--- src/rtl/pds_dut.sv ---
// rtl/pds_dut.sv - store-and-forward packet switch, one ingress stream, four egress ports
//
// Purpose: buffers a whole packet, checks framing and its trailing XOR parity
// byte, then replays a good packet on the port named by hdr[1:0]. Bad packets
// are dropped and counted.
// Ports:
//   clk, rst                      clock, synchronous active-high reset
//   in_valid/in_sop/in_eop/in_data  ingress byte stream
//   in_ready                      registered ingress ready (high in IDLE/RECV)
//   out_valid[NPORTS]             one-hot egress valid, bit = destination port
//   out_sop/out_eop/out_data      shared egress byte and framing flags
//   out_ready[NPORTS]             per-port sink ready
//   pkt_ok_cnt/pkt_err_cnt        saturating forwarded / dropped counters
module pds_dut #(
  parameter int NPORTS  = 4,
  parameter int MAX_LEN = 64
) (
  input  logic              clk,
  input  logic              rst,
  input  logic              in_valid,
  input  logic              in_sop,
  input  logic              in_eop,
  input  logic [7:0]        in_data,
  output logic              in_ready,
  output logic [NPORTS-1:0] out_valid,
  output logic              out_sop,
  output logic              out_eop,
  output logic [7:0]        out_data,
  input  logic [NPORTS-1:0] out_ready,
  output logic [15:0]       pkt_ok_cnt,
  output logic [15:0]       pkt_err_cnt
);

  localparam int IW = $clog2(MAX_LEN);
  localparam int CW = IW + 1;
  // Write index equal to this means the buffer is already full.
  localparam logic [CW-1:0] LEN_FULL = CW'(MAX_LEN);

  typedef enum logic [1:0] {IDLE, RECV, CHECK, SEND} state_t;

  state_t        state, next_state;
  logic [7:0]    mem [MAX_LEN];
  logic [CW-1:0] wr_idx;
  logic [CW-1:0] rd_idx;
  logic [CW-1:0] last_idx;
  logic [7:0]    xor_acc;
  logic [1:0]    dest;
  logic          par_ok;
  logic [15:0]   ok_cnt_q;
  logic [15:0]   err_cnt_q;
  logic          in_xfer;
  logic          out_xfer;
  logic          ok_inc;
  logic          err_inc;
  logic          rx_state;

  assign rx_state    = (state == IDLE) || (state == RECV);
  assign in_xfer     = in_valid && in_ready && rx_state;
  assign out_xfer    = (state == SEND) && out_ready[dest];
  assign pkt_ok_cnt  = ok_cnt_q;
  assign pkt_err_cnt = err_cnt_q;

  always_ff @(posedge clk) begin
    if (rst) state <= IDLE;
    else     state <= next_state;
  end

  always_comb begin
    next_state = state;
    ok_inc     = 1'b0;
    err_inc    = 1'b0;
    out_valid  = '0;
    out_sop    = 1'b0;
    out_eop    = 1'b0;
    out_data   = '0;
    case (state)
      IDLE: begin
        // Non-sop bytes here are stray tails of a dropped packet: ignore them.
        if (in_xfer && in_sop) begin
          if (in_eop) err_inc = 1'b1;
          else        next_state = RECV;
        end
      end
      RECV: begin
        if (in_xfer) begin
          if (in_sop) begin
            // Aborted packet; the sop byte restarts reception.
            err_inc = 1'b1;
            if (in_eop) next_state = IDLE;
          end else if (wr_idx == LEN_FULL) begin
            err_inc    = 1'b1;
            next_state = IDLE;
          end else if (in_eop) begin
            next_state = CHECK;
          end
        end
      end
      CHECK: begin
        if (par_ok) begin
          ok_inc     = 1'b1;
          next_state = SEND;
        end else begin
          err_inc    = 1'b1;
          next_state = IDLE;
        end
      end
      SEND: begin
        out_valid[dest] = 1'b1;
        out_sop         = (rd_idx == '0);
        out_eop         = (rd_idx == last_idx);
        out_data        = mem[rd_idx[IW-1:0]];
        if (out_xfer && (rd_idx == last_idx)) next_state = IDLE;
      end
      default: next_state = IDLE;
    endcase
  end

  always_ff @(posedge clk) begin
    if (rst) begin
      in_ready <= 1'b0;
      wr_idx   <= '0;
      rd_idx   <= '0;
      last_idx <= '0;
      xor_acc  <= '0;
      dest     <= '0;
      par_ok   <= 1'b0;
    end else begin
      in_ready <= (next_state == IDLE) || (next_state == RECV);
      if (in_xfer && in_sop) begin
        wr_idx  <= 1'b1;
        xor_acc <= in_data;
        dest    <= in_data[1:0];
      end else if (in_xfer && (state == RECV) && (wr_idx != LEN_FULL)) begin
        if (in_eop) begin
          par_ok   <= (in_data == xor_acc);
          last_idx <= wr_idx;
        end else begin
          xor_acc <= xor_acc ^ in_data;
          wr_idx  <= wr_idx + 1'b1;
        end
      end
      if (state == CHECK)  rd_idx <= '0;
      else if (out_xfer)   rd_idx <= rd_idx + 1'b1;
    end
  end

  // Packet buffer: no reset, contents are only read after being written.
  always_ff @(posedge clk) begin
    if (in_xfer) begin
      if (in_sop)
        mem[0] <= in_data;
      else if ((state == RECV) && (wr_idx != LEN_FULL))
        mem[wr_idx[IW-1:0]] <= in_data;
    end
  end

  always_ff @(posedge clk) begin
    if (rst) begin
      ok_cnt_q  <= '0;
      err_cnt_q <= '0;
    end else begin
      if (ok_inc && (ok_cnt_q != 16'hFFFF))   ok_cnt_q  <= ok_cnt_q + 1'b1;
      if (err_inc && (err_cnt_q != 16'hFFFF)) err_cnt_q <= err_cnt_q + 1'b1;
    end
  end

endmodule

--- config.mk ---
export PLATFORM = sky130hd
export DESIGN_NAME = pds_dut
export DESIGN_NICKNAME = d
export VERILOG_FILES = /design/src/rtl/pds_dut.sv
export SDC_FILE = /design/constraint.sdc
export NUM_CORES = 1
export LEC_CHECK = 0
export CAP_MARGIN = 0
export CORE_MARGIN = 4
export CORE_UTILIZATION = 40
export DETAILED_ROUTE_END_ITERATION = 10
export PLACE_DENSITY = 0.62
export SYNTH_ARGS = -nofsm -noshare
export SYNTH_HDL_FRONTEND = slang
export SYNTH_SLANG_ARGS = --single-unit
--- constraint.sdc ---
create_clock -name clk -period 2.6 [get_ports clk]
set_clock_uncertainty 0.05 [all_clocks]
set_input_delay 0.52 -clock clk [delete_from_list [all_inputs] [get_ports clk]]
set_output_delay 0.52 -clock clk [all_outputs]
set_load 0.02 [all_outputs]
**Word level (Yosys, flattened, before mapping)**

Memories as Yosys holds them, arrays and structs flattened. A register that Yosys moved wholly into a read port is not among the register bits.
Index checks and enable logic that the tools add are counted.

- Flip-flop bits (word level): 67
- Bits in writable memories: 512
- Output and inout bits: 47
- Memories kept: 1

Memory list:

| memory | words | bits a word | read ports | clocked after Yosys merged registers in | wr ports | RTL line | text |
|---|---|---|---|---|---|---|---|
| mem | 64 | 8 | 1 | 1 | 1 | 42 | `logic [7:0] mem [MAX_LEN];` |

- Add/sub/neg operators: 4
- Magnitude comparators: 2
- Eq/ne operators: 11
- Multiplexer cells: 45
- Bitwise gates (word level): 3
- Reduce and logical (&&, ||, !) cells: 23

Operators with widths:

| operator | count |
|---|---|
| $mux 8 | 5 |
| $add 16x1->16 const B | 2 |
| $ne 16x16->1 const B | 2 |
| $mux 1 | 23 |
| $mux 2 | 9 |
| $mux 6 | 3 |
| $add 7x1->7 const B | 2 |
| $logic_and 1x1->1 | 11 |
| $eq 8x8->1 | 1 |
| $pmux 2 s4 | 1 |
| $reduce_or 8->1 | 1 |
| $xor 8x8->8 | 1 |
| $eq 7x7->1 | 1 |
| $eq 7x7->1 const B | 1 |
| $logic_not 7->1 | 1 |
| $ne 7x7->1 const B | 1 |
| $eq 2x1->1 const B | 2 |
| $eq 2x2->1 const B | 2 |
| $logic_not 2->1 | 2 |
| $mux 4 | 1 |
| $reduce_and 2->1 | 2 |
| $reduce_or 2->1 | 2 |
| $lt 2x3->1 const B | 1 |
| $pmux 1 s3 | 1 |
| 8 further kinds | 10 |

**Logic depth before layout (Yosys ltp)**

Gate-level depths: netlist of run 1.

- Depth after elaboration: 8
- Gate-level depth with buffers: 11
- Mapped depth without buffers: 7

**Worst setup path after synthesis of run 1**

OpenSTA, ideal clock, no wires.

- Path kind: register to register
- From: register wr_idx[0]
- To: memory mem[13][0], enable pin
- Library setup time: 0.370 ns
- Arrival: 2.447 ns
- Setup slack: -0.268 ns
- Cell stages (with the launch flop): 10
- Period minus slack after synthesis: 2.868 ns
- Path through: dfxtp_1 clkbuf_1 inv_1 ha_1 and3b_1 buf_2 a211o_1 or4b_1 buf_2 nor2_1

- Word-level cells in the longest chain between the ends: 8

Ends and longest elaborated chain:

| item | RTL line | text |
|---|---|---|
| start, declared | 43 | `logic [CW-1:0] wr_idx;` |
| start signal, assigned | 139 | `wr_idx <= wr_idx + 1'b1;` |
| $ne 7x7->1 | 152 | `else if ((state == RECV) && (wr_idx != LEN_FULL))` |
| $logic_and 1x1->1 | 152 |  |
| $mux 1 | 152 |  |
| $mux 1 | 150 | `if (in_sop)` |
| $mux 1 | 149 | `if (in_xfer) begin` |
| $mux 1 (not written as such) | 153 | `mem[wr_idx[IW-1:0]] <= in_data;` |
| $reduce_or 8->1 (no source line) | n/a |  |
| $mux 6 (no source line) / $mux 1 (equally long branches) | n/a |  |
| end, declared | 42 |  |

Parallel ways exist; a longest one is shown, timed or not.

==> metrics.txt, run 1 <==
# TYPE chip_impl_metric gauge
chip_impl_metric{name="crit_path_largest_cell_delay",unit="ps"} 480
chip_impl_metric{name="yosys_register_bits",unit=""} 585
chip_impl_metric{name="final_cell_count_no_fill",unit=""} 2461
chip_impl_metric{name="hold_violations",unit=""} 0
chip_impl_metric{name="post-route-period-util",unit=""} 1.34
chip_impl_metric{name="rr_worst_depth",unit=""} 8
chip_impl_metric{name="cts.path.max_buffers",unit=""} 3
chip_impl_metric{name="grt_use_total",unit=""} 0.189
chip_impl_metric{name="total_leakage_power",unit="nW"} 9.75
chip_impl_metric{name="fin_tns_setup",unit="ps"} -6310
chip_impl_metric{name="minimum_setup_slack_after_placement",unit="ps"} -740
chip_impl_metric{name="detailedRoute.firstPassIterationCount",unit=""} 5
chip_impl_metric{name="num_antenna_cells",unit=""} 0
chip_impl_metric{name="fmaxAchievable",unit="GHz"} 0.288
chip_impl_info{name="cp_cell_sequence",value="buf_6, buf_12, mux4_2, mux4_2, o211ai_1, o21ai_2, buf_6"} 1
chip_impl_metric{name="final_area",unit="sq um"} 30200
chip_impl_metric{name="max-cap-violations",unit=""} 0
chip_impl_info{name="hp-start",value="in_data[4]"} 1
chip_impl_metric{name="required",unit="ps"} 2030
chip_impl_metric{name="syn-instance-count",unit=""} 1339
chip_impl_info{name="critical-path-top-delay-family",value="multiplexers"} 1
chip_impl_metric{name="critPathBufInv",unit=""} 3
chip_impl_metric{name="worst_hold_path.num_cells",unit=""} 1
chip_impl_metric{name="final.min_clock_period",unit="ps"} 3470
chip_impl_metric{name="syn_std_cell_area",unit="sq um"} 23500
chip_impl_info{name="hold_path.class",value="in -> reg"} 1
chip_impl_info{name="synth_top_flop_cell",value="sky130_fd_sc_hd__edfxtp_1"} 1
chip_impl_metric{name="post_drt_wl_per_cell",unit="microns"} 24.3
chip_impl_info{name="outcome",value="finished, violations left"} 1
chip_impl_info{name="worst_hold_path.endpoint",value="mem[23][4]"} 1
chip_impl_metric{name="grt_antenna_before_repair",unit=""} 1
chip_impl_metric{name="transition_time_at_the_pin_with_the_least_slew_margin",unit="ps"} 767
chip_impl_metric{name="synth.net_count",unit=""} 1362
chip_impl_metric{name="residual_drc",unit=""} 0
chip_impl_info{name="crit_path_top_delay_cell",value="sky130_fd_sc_hd__mux4_2"} 1
chip_impl_info{name="grt_setup_unrepaired",value="yes"} 1
chip_impl_metric{name="synth_area_per_cell",unit="sq um"} 17.6
chip_impl_metric{name="cts.htree.levels",unit=""} 2
chip_impl_metric{name="die_height",unit="microns"} 251
chip_impl_metric{name="synth_seq_area_share",unit=""} 0.715
chip_impl_metric{name="post_synth_edffs",unit=""} 512
chip_impl_metric{name="die_width",unit="microns"} 251
chip_impl_metric{name="post-dp-hpwl",unit="mm"} 39.6
chip_impl_info{name="regToRegEndpoint",value="mem[12][2]"} 1
chip_impl_metric{name="floorplan.die_area",unit="sq um"} 62800
chip_impl_metric{name="clkLatencyLatePin",unit="ps"} 620
chip_impl_metric{name="r2r_slack",unit="ps"} 90
chip_impl_metric{name="maxSlewHeadroom",unit=""} 0.489
chip_impl_metric{name="nets",unit=""} 1668
chip_impl_metric{name="p_per_area",unit="nW/um^2"} 623
chip_impl_metric{name="vdd.ir_drop.worst",unit="mV"} 0.523
chip_impl_info{name="cts_tree",value="built"} 1
chip_impl_metric{name="whs",unit="ps"} 280
chip_impl_metric{name="placed_insts",unit=""} 2309
chip_impl_metric{name="worst_ep_arrival_time",unit="ps"} 2900
chip_impl_metric{name="initial_standard_cell_utilization_of_the_core",unit=""} 0.406
chip_impl_metric{name="route.antenna.remaining_nets",unit=""} 0
chip_impl_metric{name="synth-warning-count",unit=""} 0
chip_impl_metric{name="first_pass_grt_wire_length",unit="mm"} 89.3
chip_impl_info{name="endpoint_kind",value="output pin"} 1
chip_impl_metric{name="grt_start_max_net_pins",unit=""} 68
chip_impl_metric{name="grt_remaining_overflow",unit=""} 0
chip_impl_info{name="timing.critical_path.from_type",value="flip-flop"} 1
chip_impl_metric{name="post-route-worst-setup-slack",unit="ps"} -871
chip_impl_metric{name="synth_cell_type_count",unit=""} 64
chip_impl_metric{name="placement_rows",unit=""} 88
chip_impl_metric{name="fraction_of_registers_with_async_set_reset",unit=""} 0
chip_impl_metric{name="pwr_total",unit="mW"} 18.8
chip_impl_metric{name="drt_first_iter_violations",unit=""} 1228
chip_impl_metric{name="tritoncts.num_buffers",unit=""} 60
chip_impl_metric{name="via_count_of_the_first_global_routing_pass",unit=""} 13800
chip_impl_metric{name="boundaryPins",unit=""} 64
chip_impl_metric{name="layout-drive-gt1-share",unit=""} 0.366
chip_impl_metric{name="cts.reportedPaths.clkPinSlew",unit="ps"} 60
chip_impl_metric{name="worstPathMaxFanout",unit=""} 5
chip_impl_metric{name="setup_violations",unit=""} 8
chip_impl_info{name="worst-setup-path-type",value="reg -> out"} 1
chip_impl_metric{name="cts_sinks",unit=""} 585
chip_impl_metric{name="numPortBuffers",unit=""} 63
chip_impl_metric{name="placed_cell_area",unit="sq um"} 27600
chip_impl_metric{name="routed-via-count",unit=""} 13500
chip_impl_info{name="cts-root-buf",value="sky130_fd_sc_hd__clkbuf_16"} 1
chip_impl_metric{name="final_max_slew_viol_count",unit=""} 0
chip_impl_metric{name="finalCoreUtilization",unit=""} 0.521
chip_impl_metric{name="core_region_area",unit="sq um"} 58000
chip_impl_info{name="failed_checks",value="negative setup slack"} 1
chip_impl_metric{name="detail_route.vias_per_cell",unit=""} 5.49
chip_impl_metric{name="global_placer_s_final_weighted_congestion",unit=""} 0.832
chip_impl_metric{name="drt_wl_total",unit="mm"} 59.8
chip_impl_info{name="critical_path.reg2reg.startpoint",value="wr_idx[0]"} 1
chip_impl_metric{name="cts.hold.buffers_added",unit=""} 0
chip_impl_metric{name="area_growth",unit="%"} 28.4
synthesized netlist by cell type, drive strengths merged (3+ instances only):
cell type	instances	share of area
buf	42	0.010
nor2	117	0.019
a31oi	4	0.0011
o211ai	8	0.0026
nor3	10	0.0026
nand2b	4	0.0011
o21ai	28	0.0060
and4	7	0.0026
inv	9	0.0014
mux2	8	0.0038
and3	10	0.0027
mux4	136	0.13
or2	4	0.0011
nor3b	4	0.0013
nand2	67	0.011
nand3b	6	0.0019
a21oi	35	0.0074
mux2i	36	0.015
clkbuf	33	0.0053
xor2	24	0.0089
a32oi	4	0.0015
nor4	6	0.0016
a221oi	5	0.0019
ha	6	0.0032
o22ai	5	0.0013
xnor2	13	0.0048
a22oi	5	0.0016
nand4	15	0.0040
or4	9	0.0029
nor2b	17	0.0045
nand3	32	0.0070
or3	11	0.0029
and2	3	0.00080
dfxtp	73	0.062
edfxtp	512	0.65
o31ai	8	0.0026
cell usage in the layout, fill, tap and decap left out, types with 17 or more instances in the layout:
master / count
sky130_fd_sc_hd__a21oi_1: 33
sky130_fd_sc_hd__mux4_2: 136
sky130_fd_sc_hd__nand2_1: 58
sky130_fd_sc_hd__buf_4: 162
sky130_fd_sc_hd__nor2_2: 19
sky130_fd_sc_hd__nor2_4: 36
sky130_fd_sc_hd__nor2b_1: 17
sky130_fd_sc_hd__clkbuf_16: 61
sky130_fd_sc_hd__edfxtp_1: 512
sky130_fd_sc_hd__buf_12: 76
sky130_fd_sc_hd__clkdlybuf4s50_1: 41
sky130_fd_sc_hd__nand3_1: 28
sky130_fd_sc_hd__o21ai_0: 19
sky130_fd_sc_hd__buf_6: 18
sky130_fd_sc_hd__nor2_1: 62
sky130_fd_sc_hd__mux2i_1: 29
sky130_fd_sc_hd__dfxtp_1: 65
sky130_fd_sc_hd__xor2_1: 24
metal layers:
layer	vias to the layer above	share of wire	GRT usage	routed length, microns
li1	5986	-	-	-
met1	7001	0.42	0.259	25100
met2	433	0.50	0.314	29800
met3	96	0.058	0.0347	3500
met4	0	0.024	0.0495	1440
met5	-	0	0	0
layout make-up:
| class | instances | area, sq um |
|---|---|---|
| multi-input cells | 670 | 6850 |
| fillers | 4606 | 27800 |
| repair buffers | 319 | 3640 |
| clock buffers | 74 | 1570 |
| clock inverters | 39 | 329 |
| inverters | 9 | 33.8 |
| well taps | 765 | 957 |
| flip-flops and latches | 585 | 16900 |
flip-flops by register name, summed over array words and instances, names as in the netlist, named ones only:
name / count
last_idx: 7
pkt_err_cnt: 16
dest: 2
mem: 512
rd_idx: 7
in_ready: 1
xor_acc: 8
wr_idx: 7
par_ok: 1
pkt_ok_cnt: 16
state: 2
report_power, final:
group	leakage [nW]	total (mW)	internal (mW)	switching, mW
sequential	5.20	10.2	10.2	0.0108
combinational	3.63	0.327	0.0905	0.237
clock	0.922	8.29	4.70	3.59
total	9.75	18.8	15.0	3.84
what timing repair did:
action,in CTS,in global routing
resized for setup,94,46
pin swaps,11,18
setup buffers,29,8
cloned,3,1
setup endpoints to repair,20,65
logic make-up (layout without fill, tap and decap cells):
kind of cell | after synthesis | count (layout) | synth area share
compound gates | 116 | 116 | 0.0312
xor+xnor | 37 | 37 | 0.0138
fa+ha+maj | 6 | 6 | 0.00319
buf+inv | 84 | 441 | 0.0169
flops | 585 | 585 | 0.715
mux | 180 | 180 | 0.149
simple gates | 331 | 331 | 0.0706
worst max-delay path by stage:
stage	from	to	slack, ps	depth (start not counted)
after CTS	flip-flop	out_data[4]	-930	8
after global routing	flip-flop	out_data[6]	-940	7
final	flip-flop	out_data[6]	-870	7
after detailed placement	flip-flop	out_data[1]	-740	7
after global placement	flip-flop	out_data[7]	-710	9
after floorplan	wr_idx[0]	mem[4][0]	-10	9
Power figures use the tool's default switching activity.
==> run 2, diff against run 1 <==
--- a/config.mk
+++ b/config.mk
@@ -6,7 +6,7 @@
 export NUM_CORES = 1
 export LEC_CHECK = 0
 export CAP_MARGIN = 0
-export CORE_MARGIN = 4
+export CORE_MARGIN = 10
 export CORE_UTILIZATION = 40
 export DETAILED_ROUTE_END_ITERATION = 10
 export PLACE_DENSITY = 0.62
==> run 2 against run 1 <==
Compared with the run above: the run still ends with negative setup slack left; global-route usage is 1.6 points lower; wire length decreased by 0.11%; clock power rose by 2%; combinational power hardly changed; count of clock-buffer cells in the layout fell by 1; setup slack worse by 86 ps; core utilization is 0.64 points lower.
==> metrics.txt, run 2 (synthesis results as in run 1) <==
# TYPE chip_impl_metric gauge
chip_impl_info{name="outcome",value="finished, violations left"} 1
chip_impl_info{name="failed_checks",value="negative setup slack"} 1
chip_impl_metric{name="cts.path.max_buffers",unit=""} 3
chip_impl_metric{name="numPortBuffers",unit=""} 63
chip_impl_info{name="critical_path.reg2reg.startpoint",value="wr_idx[0]"} 1
chip_impl_metric{name="worst_hold_path.num_cells",unit=""} 1
chip_impl_metric{name="routed-via-count",unit=""} 13300
chip_impl_metric{name="transition_time_at_the_pin_with_the_least_slew_margin",unit="ps"} 787
chip_impl_metric{name="worstPathMaxFanout",unit=""} 6
chip_impl_metric{name="fin_tns_setup",unit="ps"} -6970
chip_impl_info{name="most_flop_heavy_register",value="mem"} 1
chip_impl_metric{name="drt_first_iter_violations",unit=""} 1250
chip_impl_info{name="critical_path.most_common_cell",value="sky130_fd_sc_hd__mux4_2"} 1
chip_impl_metric{name="layout-drive-gt1-share",unit=""} 0.348
chip_impl_metric{name="clkLatencyLatePin",unit="ps"} 620
chip_impl_metric{name="grt_use_total",unit=""} 0.172
chip_impl_metric{name="r2r_slack",unit="ps"} 70
chip_impl_info{name="setup.worst_path.end",value="out_data[6]"} 1
chip_impl_metric{name="cts.htree.levels",unit=""} 2
chip_impl_metric{name="worst_ep_arrival_time",unit="ps"} 2990
chip_impl_metric{name="residual_drc",unit=""} 0
chip_impl_metric{name="max-cap-violations",unit=""} 0
chip_impl_metric{name="post-route-period-util",unit=""} 1.37
chip_impl_info{name="cts-root-buf",value="sky130_fd_sc_hd__clkbuf_16"} 1
chip_impl_metric{name="hold_violations",unit=""} 0
chip_impl_metric{name="via_count_of_the_first_global_routing_pass",unit=""} 13700
chip_impl_info{name="final_common_cell",value="sky130_fd_sc_hd__edfxtp_1"} 1
chip_impl_info{name="most-common-layout-cells",value="sky130_fd_sc_hd__edfxtp_1, sky130_fd_sc_hd__buf_4, sky130_fd_sc_hd__mux4_2"} 1
chip_impl_metric{name="total_leakage_power",unit="nW"} 9.61
chip_impl_metric{name="die_width",unit="microns"} 263
chip_impl_metric{name="tritoncts.num_buffers",unit=""} 60
chip_impl_info{name="worst-setup-path-type",value="reg -> out"} 1
chip_impl_metric{name="global_placer_s_final_weighted_congestion",unit=""} 0.839
chip_impl_metric{name="post_drt_wl_per_cell",unit="microns"} 24.6
chip_impl_metric{name="crit_path_largest_cell_delay",unit="ps"} 510
chip_impl_metric{name="drt_wl_total",unit="mm"} 59.7
chip_impl_metric{name="grt_start_max_net_pins",unit=""} 68
chip_impl_metric{name="setup_violations",unit=""} 8
chip_impl_metric{name="first_pass_grt_wire_length",unit="mm"} 90.5
chip_impl_metric{name="final.min_clock_period",unit="ps"} 3560
chip_impl_metric{name="vdd.ir_drop.worst",unit="mV"} 0.580
chip_impl_metric{name="initial_standard_cell_utilization_of_the_core",unit=""} 0.406
chip_impl_info{name="timing.critical_path.from_type",value="flip-flop"} 1
chip_impl_info{name="crit_path_top_delay_cell",value="sky130_fd_sc_hd__mux4_2"} 1
chip_impl_metric{name="largest_reg_flops",unit=""} 512
chip_impl_metric{name="detail_route.vias_per_cell",unit=""} 5.46
chip_impl_metric{name="final_max_slew_viol_count",unit=""} 0
chip_impl_metric{name="post-dp-hpwl",unit="mm"} 39.6
chip_impl_metric{name="floorplan.die_area",unit="sq um"} 69000
chip_impl_metric{name="grt_remaining_overflow",unit=""} 0
chip_impl_metric{name="final_area",unit="sq um"} 29900
chip_impl_metric{name="maxSlewHeadroom",unit=""} 0.475
chip_impl_metric{name="p_per_area",unit="nW/um^2"} 635
chip_impl_metric{name="fmaxAchievable",unit="GHz"} 0.281
chip_impl_metric{name="nets",unit=""} 1642
chip_impl_info{name="grt_setup_unrepaired",value="yes"} 1
chip_impl_metric{name="num_antenna_cells",unit=""} 0
chip_impl_metric{name="area_growth",unit="%"} 26.8
chip_impl_metric{name="detailedRoute.firstPassIterationCount",unit=""} 8
chip_impl_info{name="critical-path-top-delay-family",value="multiplexers"} 1
chip_impl_metric{name="grt_antenna_before_repair",unit=""} 3
chip_impl_info{name="cp_cell_sequence",value="buf_12, mux4_2, mux4_2, o211ai_1, o21ai_2, buf_6"} 1
chip_impl_info{name="endpoint_kind",value="output pin"} 1
chip_impl_metric{name="cts.reportedPaths.clkPinSlew",unit="ps"} 60
chip_impl_metric{name="boundaryPins",unit=""} 64
chip_impl_metric{name="required",unit="ps"} 2030
chip_impl_metric{name="placed_cell_area",unit="sq um"} 27500
chip_impl_info{name="cts_tree",value="built"} 1
chip_impl_metric{name="route.antenna.remaining_nets",unit=""} 0
chip_impl_metric{name="cts_sinks",unit=""} 585
chip_impl_metric{name="placement_rows",unit=""} 88
chip_impl_metric{name="core_region_area",unit="sq um"} 58000
chip_impl_info{name="regToRegEndpoint",value="mem[23][5]"} 1
chip_impl_metric{name="rr_worst_depth",unit=""} 8
chip_impl_info{name="hold_path.class",value="in -> reg"} 1
chip_impl_metric{name="die_height",unit="microns"} 263
chip_impl_metric{name="post-route-worst-setup-slack",unit="ps"} -958
chip_impl_metric{name="critPathBufInv",unit=""} 2
chip_impl_metric{name="crit_cells",unit=""} 6
[run 2: what timing repair did]
action                                 CTS  global route
resized for setup                       78            46
pin swaps                                8            12
hold buffers                             0             0
endpoints found under the hold margin    0             0
setup endpoints to repair               12           110
gates cloned                             2             0
setup buffers                            8             8
[run 2: worst min path at each step]
stage	from	slack (ps)	end
2_1_floorplan	par_ok	390	par_ok
3_3_place_gp	par_ok	410	par_ok
3_5_place_dp	par_ok	420	par_ok
4_1_cts	in_data[3]	220	mem[15][3]
5_1_grt	in_data[3]	230	mem[15][3]
6_report	in_data[3]	260	mem[15][3]
[run 2: final cells by class]
cell class                 count  area [sq um]
fill                        4662         28200
clock inverter                36           357
clock buffer                  73          1580
sequential                   585         16900
tap                          765           957
timing repair buffer         293          3270
inverter                       9          33.8
multi-input combinational    670          6810
[run 2: layer usage]
metal	GRT usage	vias to the layer above	wire length [microns]
met2	0.282	420	29300
met5	0	-	12
li1	-	5917	-
met3	0.0292	90	3750
met4	0.0520	2	1530
met1	0.233	6847	25100
[run 2: power breakdown]
part           switching (mW)  leakage [nW]  total [mW]  internal, mW
logic                   0.240          3.47       0.327        0.0870
clock network            3.60         0.944        8.43          4.83
registers              0.0110          5.19        10.2          10.2
total                    3.85          9.61        19.0          15.1
[run 2: metrics by stage]
step,util,setup slack (ps),instances,total power [mW],hold WS [ps]
3_3_place_gp,0.473,-724,2306,10.7,412
5_1_grt,0.515,-1010,2431,19.5,228
4_1_cts,0.511,-1000,2425,19.1,217
3_5_place_dp,0.473,-786,2306,10.7,423
2_1_floorplan,-,-10.1,1339,10.5,392
6_report,0.515,-958,2431,19.0,263
